==> src/rtl/rmii_tx_framer.sv <==
// rmii_tx_framer: byte stream to RMII TX dibits with preamble, SFD, FCS and IPG.
// Define RMII_TX_PAD_EN to zero-pad short frames to MIN_LEN before the FCS.
module rmii_tx_framer #(
  parameter int IPG_BYTES = 12,
  parameter int MIN_LEN   = 60,
  parameter int SLOW_DIV  = 10
) (
  input  logic       clk,
  input  logic       rst,
  input  logic       rmii_clk,
  input  logic       fast_eth,
  input  logic [7:0] s_data,
  input  logic       s_valid,
  input  logic       s_last,
  output logic       s_ready,
  output logic       rm_tx_en,
  output logic [1:0] rm_tx_data,
  output logic       busy,
  output logic       frame_done,
  output logic       underrun
);

  typedef enum logic [2:0] {
    IDLE, PRE, SFD, DATA, FCS, IPG
`ifdef RMII_TX_PAD_EN
    , PAD
`endif
  } state_t;

  localparam logic [7:0]  IPG_LAST = 8'(IPG_BYTES - 1);
  localparam logic [7:0]  DIV_MAX  = 8'(SLOW_DIV - 1);
  localparam logic [10:0] LEN_MAX  = 11'h7FF;
`ifdef RMII_TX_PAD_EN
  localparam logic [10:0] MIN_L    = 11'(MIN_LEN);
`endif

  state_t      state, state_n;
  logic [1:0]  di, di_n;
  logic [7:0]  idx, idx_n;
  logic [10:0] len, len_n;
  logic [5:0]  sh, sh_n;
  logic [31:0] crc, crc_n;
  logic        last_q, last_n;
  logic        fast_q, fast_n;
  logic [7:0]  div, div_n;
  logic        fcs_tail, fcs_tail_n;
  logic        tx_en_n;
  logic [1:0]  tx_data_n;
  logic        frame_done_n, underrun_n;
  logic [7:0]  hold;
  logic        hold_last, hold_full;
  logic        consume, accept, slot;
  logic [7:0]  cur;
  logic [1:0]  dib;
  logic [31:0] xcrc;

  function automatic logic [31:0] crc2(
    input logic [31:0] c,
    input logic [1:0]  d
  );
    logic [31:0] r;
    r = c;
    for (int i = 0; i < 2; i++)
      r = (r >> 1) ^ ((r[0] ^ d[i]) ? 32'hEDB88320 : 32'h0);
    return r;
  endfunction

  assign s_ready = ~hold_full;
  assign accept  = s_valid & ~hold_full;
  assign busy    = (state != IDLE) | hold_full;
  assign slot    = rmii_clk & (fast_q | (div == DIV_MAX));
  assign xcrc    = ~crc;

  always_ff @(posedge clk or posedge rst) begin
    if (rst) begin
      hold      <= '0;
      hold_last <= 1'b0;
      hold_full <= 1'b0;
    end else if (consume) begin
      hold_full <= 1'b0;
    end else if (accept) begin
      hold      <= s_data;
      hold_last <= s_last;
      hold_full <= 1'b1;
    end
  end

  always_ff @(posedge clk or posedge rst) begin
    if (rst) begin
      state      <= IDLE;
      di         <= '0;
      idx        <= '0;
      len        <= '0;
      sh         <= '0;
      crc        <= '1;
      last_q     <= 1'b0;
      fast_q     <= 1'b1;
      div        <= '0;
      fcs_tail   <= 1'b0;
      rm_tx_en   <= 1'b0;
      rm_tx_data <= '0;
      frame_done <= 1'b0;
      underrun   <= 1'b0;
    end else begin
      state      <= state_n;
      di         <= di_n;
      idx        <= idx_n;
      len        <= len_n;
      sh         <= sh_n;
      crc        <= crc_n;
      last_q     <= last_n;
      fast_q     <= fast_n;
      div        <= div_n;
      fcs_tail   <= fcs_tail_n;
      rm_tx_en   <= tx_en_n;
      rm_tx_data <= tx_data_n;
      frame_done <= frame_done_n;
      underrun   <= underrun_n;
    end
  end

  always_comb begin
    state_n      = state;
    di_n         = di;
    idx_n        = idx;
    len_n        = len;
    sh_n         = sh;
    crc_n        = crc;
    last_n       = last_q;
    fast_n       = fast_q;
    div_n        = div;
    fcs_tail_n   = fcs_tail;
    tx_en_n      = rm_tx_en;
    tx_data_n    = rm_tx_data;
    frame_done_n = 1'b0;
    underrun_n   = 1'b0;
    consume      = 1'b0;
    cur          = 8'h00;

    unique case (state)
      PRE:     cur = 8'h55;
      SFD:     cur = 8'hD5;
      DATA:    cur = hold;
      FCS: begin
        unique case (idx[1:0])
          2'd0:    cur = xcrc[7:0];
          2'd1:    cur = xcrc[15:8];
          2'd2:    cur = xcrc[23:16];
          default: cur = xcrc[31:24];
        endcase
      end
      default: cur = 8'h00;
    endcase
    dib = (di == 2'd0) ? cur[1:0] : sh[1:0];

    if (state != IDLE && rmii_clk)
      div_n = (div == DIV_MAX) ? '0 : div + 8'd1;

    if (state == IDLE) begin
      if (hold_full) begin
        state_n = PRE;
        fast_n  = fast_eth;
        di_n    = '0;
        idx_n   = '0;
        div_n   = '0;
      end
    end else if (slot) begin
      di_n      = di + 2'd1;
      tx_en_n   = (state != IPG);
      tx_data_n = (state == IPG) ? 2'b00 : dib;
      sh_n      = (di == 2'd0) ? cur[7:2] : {2'b00, sh[5:2]};
      if (state == IPG && fcs_tail) begin
        frame_done_n = 1'b1;
        fcs_tail_n   = 1'b0;
      end
      unique case (state)
        PRE: begin
          if (di == 2'd3) begin
            if (idx == 8'd6) begin
              state_n = SFD;
              idx_n   = '0;
            end else begin
              idx_n = idx + 8'd1;
            end
          end
        end
        SFD: begin
          if (di == 2'd3) begin
            state_n = DATA;
            crc_n   = '1;
            len_n   = '0;
          end
        end
        DATA: begin
          // No byte ready at the boundary: abort and drop tx_en now.
          if (di == 2'd0 && !hold_full) begin
            underrun_n = 1'b1;
            tx_en_n    = 1'b0;
            tx_data_n  = 2'b00;
            state_n    = IPG;
            di_n       = '0;
            idx_n      = '0;
          end else begin
            crc_n = crc2(crc, dib);
            if (di == 2'd0) begin
              consume = 1'b1;
              last_n  = hold_last;
              if (len != LEN_MAX) len_n = len + 11'd1;
            end
            if (di == 2'd3 && last_q) begin
              state_n = FCS;
              idx_n   = '0;
`ifdef RMII_TX_PAD_EN
              if (len < MIN_L) state_n = PAD;
`endif
            end
          end
        end
`ifdef RMII_TX_PAD_EN
        PAD: begin
          crc_n = crc2(crc, dib);
          if (di == 2'd0 && len != LEN_MAX) len_n = len + 11'd1;
          if (di == 2'd3 && len >= MIN_L) begin
            state_n = FCS;
            idx_n   = '0;
          end
        end
`endif
        FCS: begin
          if (di == 2'd3) begin
            if (idx == 8'd3) begin
              state_n    = IPG;
              idx_n      = '0;
              fcs_tail_n = 1'b1;
            end else begin
              idx_n = idx + 8'd1;
            end
          end
        end
        IPG: begin
          if (di == 2'd3) begin
            if (idx == IPG_LAST) state_n = IDLE;
            else idx_n = idx + 8'd1;
          end
        end
        default: ;
      endcase
    end
  end

endmodule

==> config.mk <==
export PLATFORM = sky130hd
export DESIGN_NAME = rmii_tx_framer
export DESIGN_NICKNAME = d
export VERILOG_FILES = /design/src/rtl/rmii_tx_framer.sv
export SDC_FILE = /design/constraint.sdc
export NUM_CORES = 1
export LEC_CHECK = 0
export BUFFER_PORTS_ARGS = -buffer_cell sky130_fd_sc_hd__buf_4
export CAP_MARGIN = 20
export CELL_PAD_IN_SITES_DETAIL_PLACEMENT = 2
export CELL_PAD_IN_SITES_GLOBAL_PLACEMENT = 2
export CORE_MARGIN = 2
export CORE_UTILIZATION = 36
export DETAILED_ROUTE_END_ITERATION = 16
export GPL_ROUTABILITY_DRIVEN = 0
export HOLD_SLACK_MARGIN = 0.1
export PLACE_DENSITY = 0.87
export SLEW_MARGIN = 20
export SYNTH_ARGS = -nofsm -noshare
export SYNTH_HDL_FRONTEND = slang
export SYNTH_SLANG_ARGS = --single-unit
==> constraint.sdc <==
create_clock -name clk -period 2.4 [get_ports clk]
set_input_delay 0.24 -clock clk [delete_from_list [all_inputs] [get_ports clk]]
set_output_delay 0.24 -clock clk [all_outputs]
set_load 0.05 [all_outputs]
==> reports/qor.csv, run 1 <==
stage,metric,value,unit
pwr,peak supply drop,0.000751,V
setup_path,CP peak stage delay,430,ps
synthesis,"EDFF count, synth",0,
global_routing,vias in the first global route,4268,
placed_design,dpl hpwl,10.1,mm
finish,share of layout cells above drive strength 1,34.4,%
routing,drc violations,0,
setup_path,Crit Path Max Fanout,19,
floorplan,width of the die,114,microns
pwr,Flop pwr share,28.7,%
timing,Final WS setup,-103,ps
timing,endpoints failing hold,0,
floorplan,CORE AREA,0.0119,sq mm
setup_path,CP Launch Type,flop,
routing,Total Wirelength,16.8,mm
synthesis,YS warnings,0,
global_routing,Overflow after GRT,0,
run_status,failing checks,setup timing,
pwr,leakage power,0.00232,uW
pwr,Psw,3910,uW
routing,vias after detailed routing,3841,
timing,RSZ-0062 raised after global routing,yes,
finish,antenna cell count,0,
setup_path,cells along the critical path,buf_4 > nand2_1 > o21ai_0 > o2111ai_1 > nand3_4 > buf_12 > xnor3_1 > a21oi_2,
clocking,TritonCTS clock tree,built,
clocking,"Clk pin slew, worst setup/hold paths",70,ps
floorplan,DIE AREA,0.0129,sq mm
finish,Layout Cells excl Fill,656,
routing,initial DRC count,170,
clocking,Max clock buf depth,2,
setup_path,CP max stage cell,o21ai_0,
synthesis,Avg Inst Size Synth,9.64,sq um
routing,Via density,5.86,
timing,Slew @ Worst Pin,455,ps
routing,antenna-violating nets left,0,
pwr,Clock power frac,14.7,%
timing,fin crit share,104,%
setup_path,crit path kind,reg2reg,
timing,Setup Skew,11.1,ps
pwr,Comb power frac,56.6,%
floorplan,Rows,40,
finish,area grow syn2layout,26.3,%
clocking,cts bufs inserted,9,
clocking,H-tree Lvls,3,
synthesis,Yosys cell types,62,
clocking,CTS root buffer,clkbuf_16,
pwr,total power,9050,uW
timing,Period minus WS final,2500,ps
global_routing,largest net degree at the start of global routing,53,
hold_path,Hold/Removal Path Class,in2reg,
setup_path,CP required,2680,ps
synthesis,"flops & latches, synth",77,
synthesis,Synth Flop Type,dfrtp_1,
global_routing,first-pass GRT wire length,24.5,mm
routing,WL/cell,25.6,microns
run,max_cap viols,0,
timing,"Setup violations, final",8,
placed_design,Inst Count DP,624,
timing,Max Freq,0.400,GHz
floorplan,Initial Utilization,36.4,%
synthesis,sequential share of the synthesized area,45.4,%
routing,TritonRoute pass-1 iters,4,
timing,final max-slew violation count,0,
synthesis,"Async S/R FF share, synth",100,%
clocking,total number of clock tree sinks,77,
pwr,Net Sw Frac,43.2,%
synthesis,Synth Instances,450,
pwr,Power Density,1650,mW/mm^2
pwr,cell internal pwr,5140,uW
floorplan,IO Count,21,
synthesis,area of the mapped netlist,0.00434,sq mm
global_routing,Total GRT Usage,25.3,%
clocking,worst-skew pair later-pin latency,360,ps
placed_design,IO Port Bufs,20,
finish,nets,528,
global_routing,initial antenna violation count,0,
setup_path,critical path arrival,2790,ps
floorplan,die height,114,microns
timing,slew margin rel.,68.9,%
synthesis,Post-Syn Nets,474,
setup_path,Worst Setup End Kind,flop,
run_status,status,"complete, but fails checks",
## metal layers
metal / up-vias / track usage [%] / wire, microns
met2: 71 / 45.3 / 9380
met5: - / 0 / 0
met1: 2042 / 29.6 / 6660
li1: 1703 / - / -
met3: 25 / 5.79 / 465
met4: 0 / 9.11 / 318
## power groups by stage
stage | sequential (uW) | combinational (uW) | clock, uW
final | 2600 | 5120 | 1330
after global routing | 2660 | 5460 | 1400
after CTS | 2530 | 4580 | 1370
after detailed placement | 2510 | 4130 | 0
after global placement | 2450 | 3820 | 0
after floorplan | 2400 | 2890 | 0
## synth_stat cells, drive strengths merged (5+ instances only)
| cell type | number | area share (%) |
|---|---|---|
| xnor2 | 15 | 3.0 |
| nand2b | 7 | 1.0 |
| ha | 10 | 2.9 |
| o21ai | 27 | 3.1 |
| clkbuf | 19 | 1.6 |
| nor2 | 60 | 5.2 |
| or4 | 5 | 0.95 |
| nand2 | 32 | 2.8 |
| buf | 5 | 1.1 |
| a21oi | 39 | 4.5 |
| dfrtp | 44 | 25 |
| a22o | 7 | 1.4 |
| o221ai | 7 | 1.6 |
| nand4 | 5 | 0.72 |
| dfstp | 33 | 20 |
| o31ai | 5 | 0.87 |
| xnor3 | 6 | 3.1 |
| nand3 | 7 | 1.1 |
| nor2b | 19 | 2.7 |
| inv | 17 | 1.5 |
| mux2 | 13 | 3.4 |
## final timing paths
| path | from | end | slack, ps | cells after the start |
|---|---|---|---|---|
| worst max-delay path | state[0] | crc[20] | -100 | 8 |
| worst min-delay path | s_data[4] | hold[4] | 110 | 2 |
| worst max register to register | state[0] | crc[20] | -100 | 8 |
| worst min register to register | fast_q | fast_q | 510 | 2 |
| max in group asynchronous | rst | crc[3] | 1530 | 4 |
| min in group asynchronous | rst | state[2] | 530 | 4 |
## layout by cell type, fill, tap and decap left out, types with 5 or more instances in the layout
master / netlist / layout
nor2b_2: 0 / 6
inv_1: 17 / 14
nor2_1: 60 / 58
buf_12: 1 / 5
xnor3_1: 6 / 6
o221ai_1: 6 / 6
ha_1: 10 / 5
a21oi_1: 39 / 33
xnor2_1: 15 / 15
clkbuf_16: 0 / 9
o31ai_1: 5 / 5
nor2b_1: 19 / 11
nand2_1: 32 / 32
a21oi_2: 0 / 6
dfstp_2: 33 / 33
dfrtp_1: 44 / 42
nand4_1: 5 / 5
o21ai_0: 26 / 26
buf_4: 1 / 59
a22o_1: 7 / 7
nand2b_1: 7 / 7
mux2_2: 13 / 13
nand3_1: 6 / 5
## critical path: cells and delay by family (launching register included)
| kind | cells | cell delay (ps) |
|---|---|---|
| DFF | 1 | 390 |
| xor gates and xnor gates | 1 | 350 |
| buffers and inverters | 2 | 400 |
| AOI/OAI and AO/OA | 3 | 880 |
| and+or+nand+nor | 2 | 400 |
## what timing repair did
item / CTS / global route
pin swaps: 2 / 10
buffers inserted: 6 / 8
resized for setup: 12 / 44
hold buffers: 2 / 0
hold endpoints to repair: 45 / 0
setup endpoints to repair: 13 / 37
## sequential cells by signal (all words and copies together), names as in the netlist
register,count
underrun,1
fcs_tail,1
div,8
rm_tx_data,2
crc,32
rm_tx_en,1
fast_q,1
last_q,1
frame_done,1
di,2
hold_last,1
hold,8
sh,6
hold_full,1
state,3
idx,8
## per-stage QoR
stage	setup WS, ps	TNS [ps]	cell area, sq um	util [%]	hold WS [ps]
CTS	5.58	0	5250	44.1	101
floorplan	21.3	0	4340	-	323
global placement	122	0	4840	40.7	337
finish	-103	-269	5480	46.0	112
detailed placement	-92.5	-275	4840	40.7	348
global route	-225	-1790	5480	46.0	108
## cell families after synthesis
family	after synthesis	synth area share (%)
mux	13	3.37
fa+ha+maj	11	3.11
simple gates	158	18.0
flops	77	45.4
buf+inv	42	4.33
compound gates	124	18.9
xor+xnor	25	6.95
## final cells by class
cell class,instances,area (sq um)
multi-input cells,331,2400
clock buffers,13,260
well taps,147,184
inverters,18,72.6
fillers,1229,6430
repair buffers,67,574
flip-flops and latches,77,1970
clock inverters,3,18.8
Note: power is estimated with default switching activity, not from simulation.
==> inputs of run 2 (changes only) <==
--- a/config.mk
+++ b/config.mk
@@ -5,16 +5,17 @@
 export SDC_FILE = /design/constraint.sdc
 export NUM_CORES = 1
 export LEC_CHECK = 0
+export ABC_AREA = 1
 export BUFFER_PORTS_ARGS = -buffer_cell sky130_fd_sc_hd__buf_4
 export CAP_MARGIN = 20
 export CELL_PAD_IN_SITES_DETAIL_PLACEMENT = 2
 export CELL_PAD_IN_SITES_GLOBAL_PLACEMENT = 2
 export CORE_MARGIN = 2
-export CORE_UTILIZATION = 36
+export CORE_UTILIZATION = 34
 export DETAILED_ROUTE_END_ITERATION = 16
 export GPL_ROUTABILITY_DRIVEN = 0
 export HOLD_SLACK_MARGIN = 0.1
-export PLACE_DENSITY = 0.87
+export PLACE_DENSITY = 0.88
 export SLEW_MARGIN = 20
 export SYNTH_ARGS = -nofsm -noshare
 export SYNTH_HDL_FRONTEND = slang
==> reports/qor.csv, run 2 <==
stage,metric,value,unit
floorplan,width of the die,118,microns
floorplan,IO Count,21,
routing,Metal-1 WL,6.84,mm
global_routing,Overflow after GRT,0,
placed_design,pre-CTS setup slack,47.5,ps
floorplan,DIE AREA,0.0138,sq mm
finish,nets,608,
setup_path,CP Launch Type,flop,
synthesis,area of the mapped netlist,0.00439,sq mm
synthesis,synth cell count leaders,"113 x nand2_1, 78 x inv_1, 54 x nand3_1",
routing,top layer in use,met4,
global_routing,largest net degree at the start of global routing,28,
pwr,Clock power frac,20.0,%
setup_path,CP required,2700,ps
placed_design,dpl hpwl,10.9,mm
global_routing,first-pass GRT wire length,26.4,mm
routing,WL/cell,22.3,microns
synthesis,Synth Instances,549,
timing,Period minus WS final,2310,ps
pwr,Comb power frac,48.8,%
floorplan,die height,118,microns
run,max_cap viols,0,
clocking,cts bufs inserted,9,
routing,DR WL met3,560,microns
synthesis,Avg Inst Size Synth,7.99,sq um
routing,vias after detailed routing,4134,
synthesis,largest area contributor in the netlist,dfrtp_1,
synthesis,sequential share of the synthesized area,44.9,%
setup_path,RR Startpoint,state[1],
finish,"commonest non-fill, non-tap cells in the layout","113 x nand2_1, 77 x inv_1, 54 x nand3_1",
clocking,"Clk pin slew, worst setup/hold paths",70,ps
synthesis,Post-Syn Nets,573,
setup_path,Crit Path Max Fanout,11,
finish,Largest register FFs,32,
timing,endpoints failing hold,0,
synthesis,"flops & latches, synth",77,
routing,Total Wirelength,17.0,mm
pwr,total power,7860,uW
global_routing,Total GRT Usage,24.5,%
clocking,TritonCTS clock tree,built,
synthesis,"EDFF count, synth",0,
synthesis,YS warnings,0,
clocking,total number of clock tree sinks,77,
placed_design,IO Port Bufs,20,
finish,post-layout util,41.1,%
finish,area grow syn2layout,18.2,%
finish,design area,0.00518,sq mm
synthesis,"Async S/R FF share, synth",100,%
clocking,CTS root buffer,clkbuf_16,
routing,TritonRoute pass-1 iters,5,
timing,Max Freq,0.433,GHz
pwr,Psw,3750,uW
routing,met2 wire length,8.96,mm
global_routing,initial antenna violation count,0,
finish,"commonest non-fill, non-tap cell in the layout",nand2_1,
routing,initial DRC count,231,
finish,antenna cell count,0,
clocking,worst-skew pair later-pin latency,360,ps
routing,antenna-violating nets left,0,
setup_path,Worst Setup End Kind,flop,
clocking,Max clock buf depth,2,
setup_path,critical path arrival,2610,ps
pwr,Power Density,1520,mW/mm^2
hold_path,hold_sp,s_data[4],
timing,hold slack,112,ps
clocking,H-tree Lvls,3,
routing,Via density,5.43,
pwr,cell internal pwr,4110,uW
global_routing,vias in the first global route,4704,
routing,drc violations,0,
hold_path,Hold/Removal Path Class,in2reg,
run_status,status,finished clean,
synthesis,Yosys cell types,41,
floorplan,Rows,41,
pwr,Net Sw Frac,47.7,%
timing,Slew @ Worst Pin,661,ps
synthesis,Synth Flop Type,dfrtp_1,
placed_design,Placed Area,0.00477,sq mm
synthesis,top-count cell post-synth,nand2_1,
synthesis,Yosys top cell area share,25.1,%
pwr,peak supply drop,0.000540,V
synthesis,most area-consuming cells after synthesis,"dfrtp_1 25%, dfstp_2 20%, nand2_1 9.7%",
pwr,Flop pwr share,31.2,%
setup_path,crit path launch,state[1],
timing,final max-slew violation count,0,
finish,share of layout cells above drive strength 1,22.8,%
timing,"Setup violations, final",0,
floorplan,Initial Utilization,34.8,%
floorplan,CORE AREA,0.0126,sq mm
timing,slew margin rel.,55.9,%
timing,fin crit share,96.3,%
pwr,leakage power,0.00248,uW
setup_path,crit path kind,reg2reg,
finish,largest register by flop count,crc,
timing,Setup Skew,16.3,ps
timing,Final WS setup,88.1,ps
## run 2: path summary, 6_finish.rpt
kind | end | slack [ps] | cells after the start
max in group asynchronous | crc[18] | 1090 | 4
worst min-delay path | hold[4] | 110 | 2
min in group asynchronous | hold[1] | 550 | 3
worst min register to register | crc[8] | 480 | 2
worst max-delay path | crc[15] | 90 | 13
worst max register to register | crc[15] | 90 | 13
## run 2: kinds of logic (layout without fill, tap and decap cells)
family	count (synthesis)	after routing	synth area share (%)
flops	77	77	44.9
mux	8	8	2.05
fa+ha+maj	10	10	2.85
compound gates	109	109	13.9
simple gates	242	242	26.4
buf+inv	99	139	9.13
xor+xnor	4	4	0.799
## run 2: worst max-delay path: stages, from the launching register on
cell and delay [ps]:
dfrtp_1 490, nor2_2 240, nand2_4 150, a21oi_1 200
nand2_1 90, nand3_1 110, nand2_1 120, nand2_1 140
nand2_4 120, inv_2 210, nand2_1 100, nand3_1 100
o21ai_1 90, inv_1 80
## run 2: cell type report
cell class	instances	area, sq um
Clock inverter	5	81.3
Tap cell	172	215
Sequential cell	77	1970
Fill cell	1441	7440
Timing Repair Buffer	36	298
Clock buffer	11	253
Multi-Input combinational cell	373	2040
Inverter	87	330
## run 2: per-stage QoR
step / setup TNS (ps) / std cells
2_1_floorplan: 0 / 549
3_3_place_gp: 0 / 739
3_5_place_dp: 0 / 739
4_1_cts: 0 / 756
5_1_grt: -251 / 761
6_report: 0 / 761
## run 2: per-layer routing
metal  up-vias  global-route usage, %
met2        84                   44.7
met3        44                   5.47
met5         -                      0
met4         0                   7.45
met1      2145                   28.4
li1       1861                      -
## run 2: power by group through the flow
stage | logic [uW] | registers, uW | clock network (uW)
2_1_floorplan | 2420 | 2290 | 0
3_3_place_gp | 3150 | 2360 | 0
3_5_place_dp | 3400 | 2410 | 0
4_1_cts | 3580 | 2420 | 1580
5_1_grt | 4190 | 2490 | 1640
6_report | 3840 | 2450 | 1570
## run 2: repair_timing
| action | in CTS | in global routing |
|---|---|---|
| pin swaps | 0 | 1 |
| resized for setup | 2 | 6 |
| setup buffers | 0 | 5 |
| hold buffers | 1 | 0 |
| endpoints found under the setup margin | 18 | 29 |
| endpoints found under the hold margin | 20 | 0 |
==> inputs of run 3 (changes only) <==
==> constraint.sdc (replaced) <==
create_clock -name clk -period 2.4 [get_ports clk]
set_input_delay 0.12 -clock clk [delete_from_list [all_inputs] [get_ports clk]]
set_output_delay 0.12 -clock clk [all_outputs]
set_load 0.05 [all_outputs]
==> reports/qor.csv, run 3 (same netlist as run 2, synthesis figures left out) <==
stage,metric,value,unit
timing,slew margin rel.,55.4,%
finish,Largest register FFs,32,
timing,"Setup violations, final",0,
setup_path,crit path launch,state[1],
setup_path,r2r endpoint,crc[15],
routing,met2 wire length,9.47,mm
pwr,peak supply drop,0.000545,V
finish,share of layout cells above drive strength 1,22.3,%
clocking,total number of clock tree sinks,77,
finish,largest register by flop count,crc,
clocking,worst-skew pair later-pin latency,370,ps
clocking,TritonCTS clock tree,built,
setup_path,CP max stage cell,dfrtp_1,
placed_design,Placed Area,0.00477,sq mm
setup_path,RR Startpoint,state[1],
finish,post-layout util,42.0,%
floorplan,IO Count,21,
run,max_cap viols,0,
floorplan,CORE AREA,0.0126,sq mm
clocking,"Clk pin slew, worst setup/hold paths",70,ps
timing,TNS Setup,0,ps
setup_path,cells along the critical path,nor2_4 > nand2_4 > a21oi_1 > nand2_1 > nand3_1 > nand2_1 > nand2_1 > nand2_4 > inv_4 > nand2_1 > nand3_1 > o21ai_1 > inv_1,
clocking,CTS root buffer,clkbuf_16,
global_routing,vias in the first global route,5020,
setup_path,Worst Setup End Kind,flop,
global_routing,largest net degree at the start of global routing,28,
setup_path,Worst R2R Path Depth,13,
timing,RSZ-0062 raised after global routing,yes,
setup_path,Reg2Reg Setup Slack,100,ps
setup_path,CP Launch Type,flop,
setup_path,crit path kind,reg2reg,
setup_path,Crit Path Max Fanout,17,
routing,drc violations,0,
placed_design,IO Port Bufs,20,
finish,"commonest non-fill, non-tap cell in the layout",nand2_1,
floorplan,die height,118,microns
routing,WL/cell,23.8,microns
timing,endpoints failing hold,0,
finish,antenna cell count,0,
clocking,Max clock buf depth,2,
timing,Max Freq,0.434,GHz
placed_design,dpl hpwl,10.9,mm
finish,"commonest non-fill, non-tap cells in the layout","112 x nand2_1, 77 x inv_1, 53 x nand3_1",
hold_path,Hold/Removal Path Class,in2async,
pwr,leakage power,0.00251,uW
pwr,Power Density,1500,mW/mm^2
floorplan,width of the die,118,microns
finish,design area,0.00530,sq mm
setup_path,critical path arrival,2600,ps
routing,Total Wirelength,18.3,mm
clocking,cts bufs inserted,9,
floorplan,DIE AREA,0.0138,sq mm
routing,TritonRoute pass-1 iters,4,
routing,DR WL met3,707,microns
global_routing,Total GRT Usage,27.3,%
setup_path,CP dominant cell by count,nand2_1,
timing,final max-slew violation count,0,
global_routing,first-pass GRT wire length,28.9,mm
routing,vias after detailed routing,4323,
routing,Via density,5.62,
run_status,status,finished clean,
timing,Period minus WS final,2300,ps
routing,initial DRC count,234,
finish,area grow syn2layout,20.8,%
global_routing,Overflow after GRT,0,
timing,Setup Skew,20.3,ps
timing,Slew @ Worst Pin,668,ps
finish,nets,616,
routing,top layer in use,met4,
routing,antenna-violating nets left,0,
floorplan,Initial Utilization,34.8,%
routing,Metal-1 WL,7.01,mm
timing,fin crit share,96.0,%
placed_design,pre-CTS setup slack,47.5,ps
floorplan,Rows,41,
timing,hold slack,440,ps
timing,Final WS setup,95.8,ps
global_routing,initial antenna violation count,0,
setup_path,CP required,2690,ps
clocking,H-tree Lvls,3,
setup_path,CP peak stage delay,510,ps
run 3: changes by cell type in the layout (fill, tap and decap cells not counted), sizes merged:
cell | before | now
buf | 35 | 31
dlygate4sd3 | 1 | 13
run 3: how the worst max path moves through the flow:
| stage | to | slack, ps |
|---|---|---|
| detailed placement | crc[15] | 50 |
| global placement | crc[8] | 260 |
| floorplan | di[0] | 370 |
| CTS | crc[5] | 40 |
| global route | crc[15] | 10 |
| finish | crc[15] | 100 |
run 3: power by group:
| group | total [uW] | switching (uW) | internal [uW] |
|---|---|---|---|
| logic | 3890 | 2720 | 1170 |
| clock network | 1580 | 611 | 970 |
| registers | 2480 | 546 | 1930 |
| total | 7950 | 3880 | 4080 |
run 3: per-layer routing:
layer	vias up	GRT usage [%]
li1	1874	-
met1	2230	29.9
met2	145	48.2
met3	74	5.57
met4	0	17.0
met5	-	0
run 3: metrics by stage:
stage	cells	total power [uW]
global placement	739	5510
detailed placement	739	5810
finish	769	7950
CTS	768	7600
global route	769	8390
floorplan	549	4720
run 3: timing repair:
action / 4_1_cts / 5_1_grt
hold buffers: 13 / 0
endpoints found under the setup margin: 18 / 36
endpoints found under the hold margin: 32 / 0
buffers inserted: 0 / 1
gates resized for setup: 2 / 14
run 3: cell type report:
class	count	area, sq um
fillers	1416	7320
repair buffers	44	375
clock buffers	11	253
flip-flops and latches	77	1970
multi-input cells	373	2070
clock inverters	5	81.3
inverters	87	335
well taps	172	215
run 3: critical path: cells and delay by family, from the launching register on:
| kind | cells | cell delay [ps] |
|---|---|---|
| AND/OR/NAND/NOR | 9 | 1150 |
| flip-flops | 1 | 510 |
| AO/OA/AOI/OAI | 2 | 290 |
| buffers and inverters | 2 | 270 |
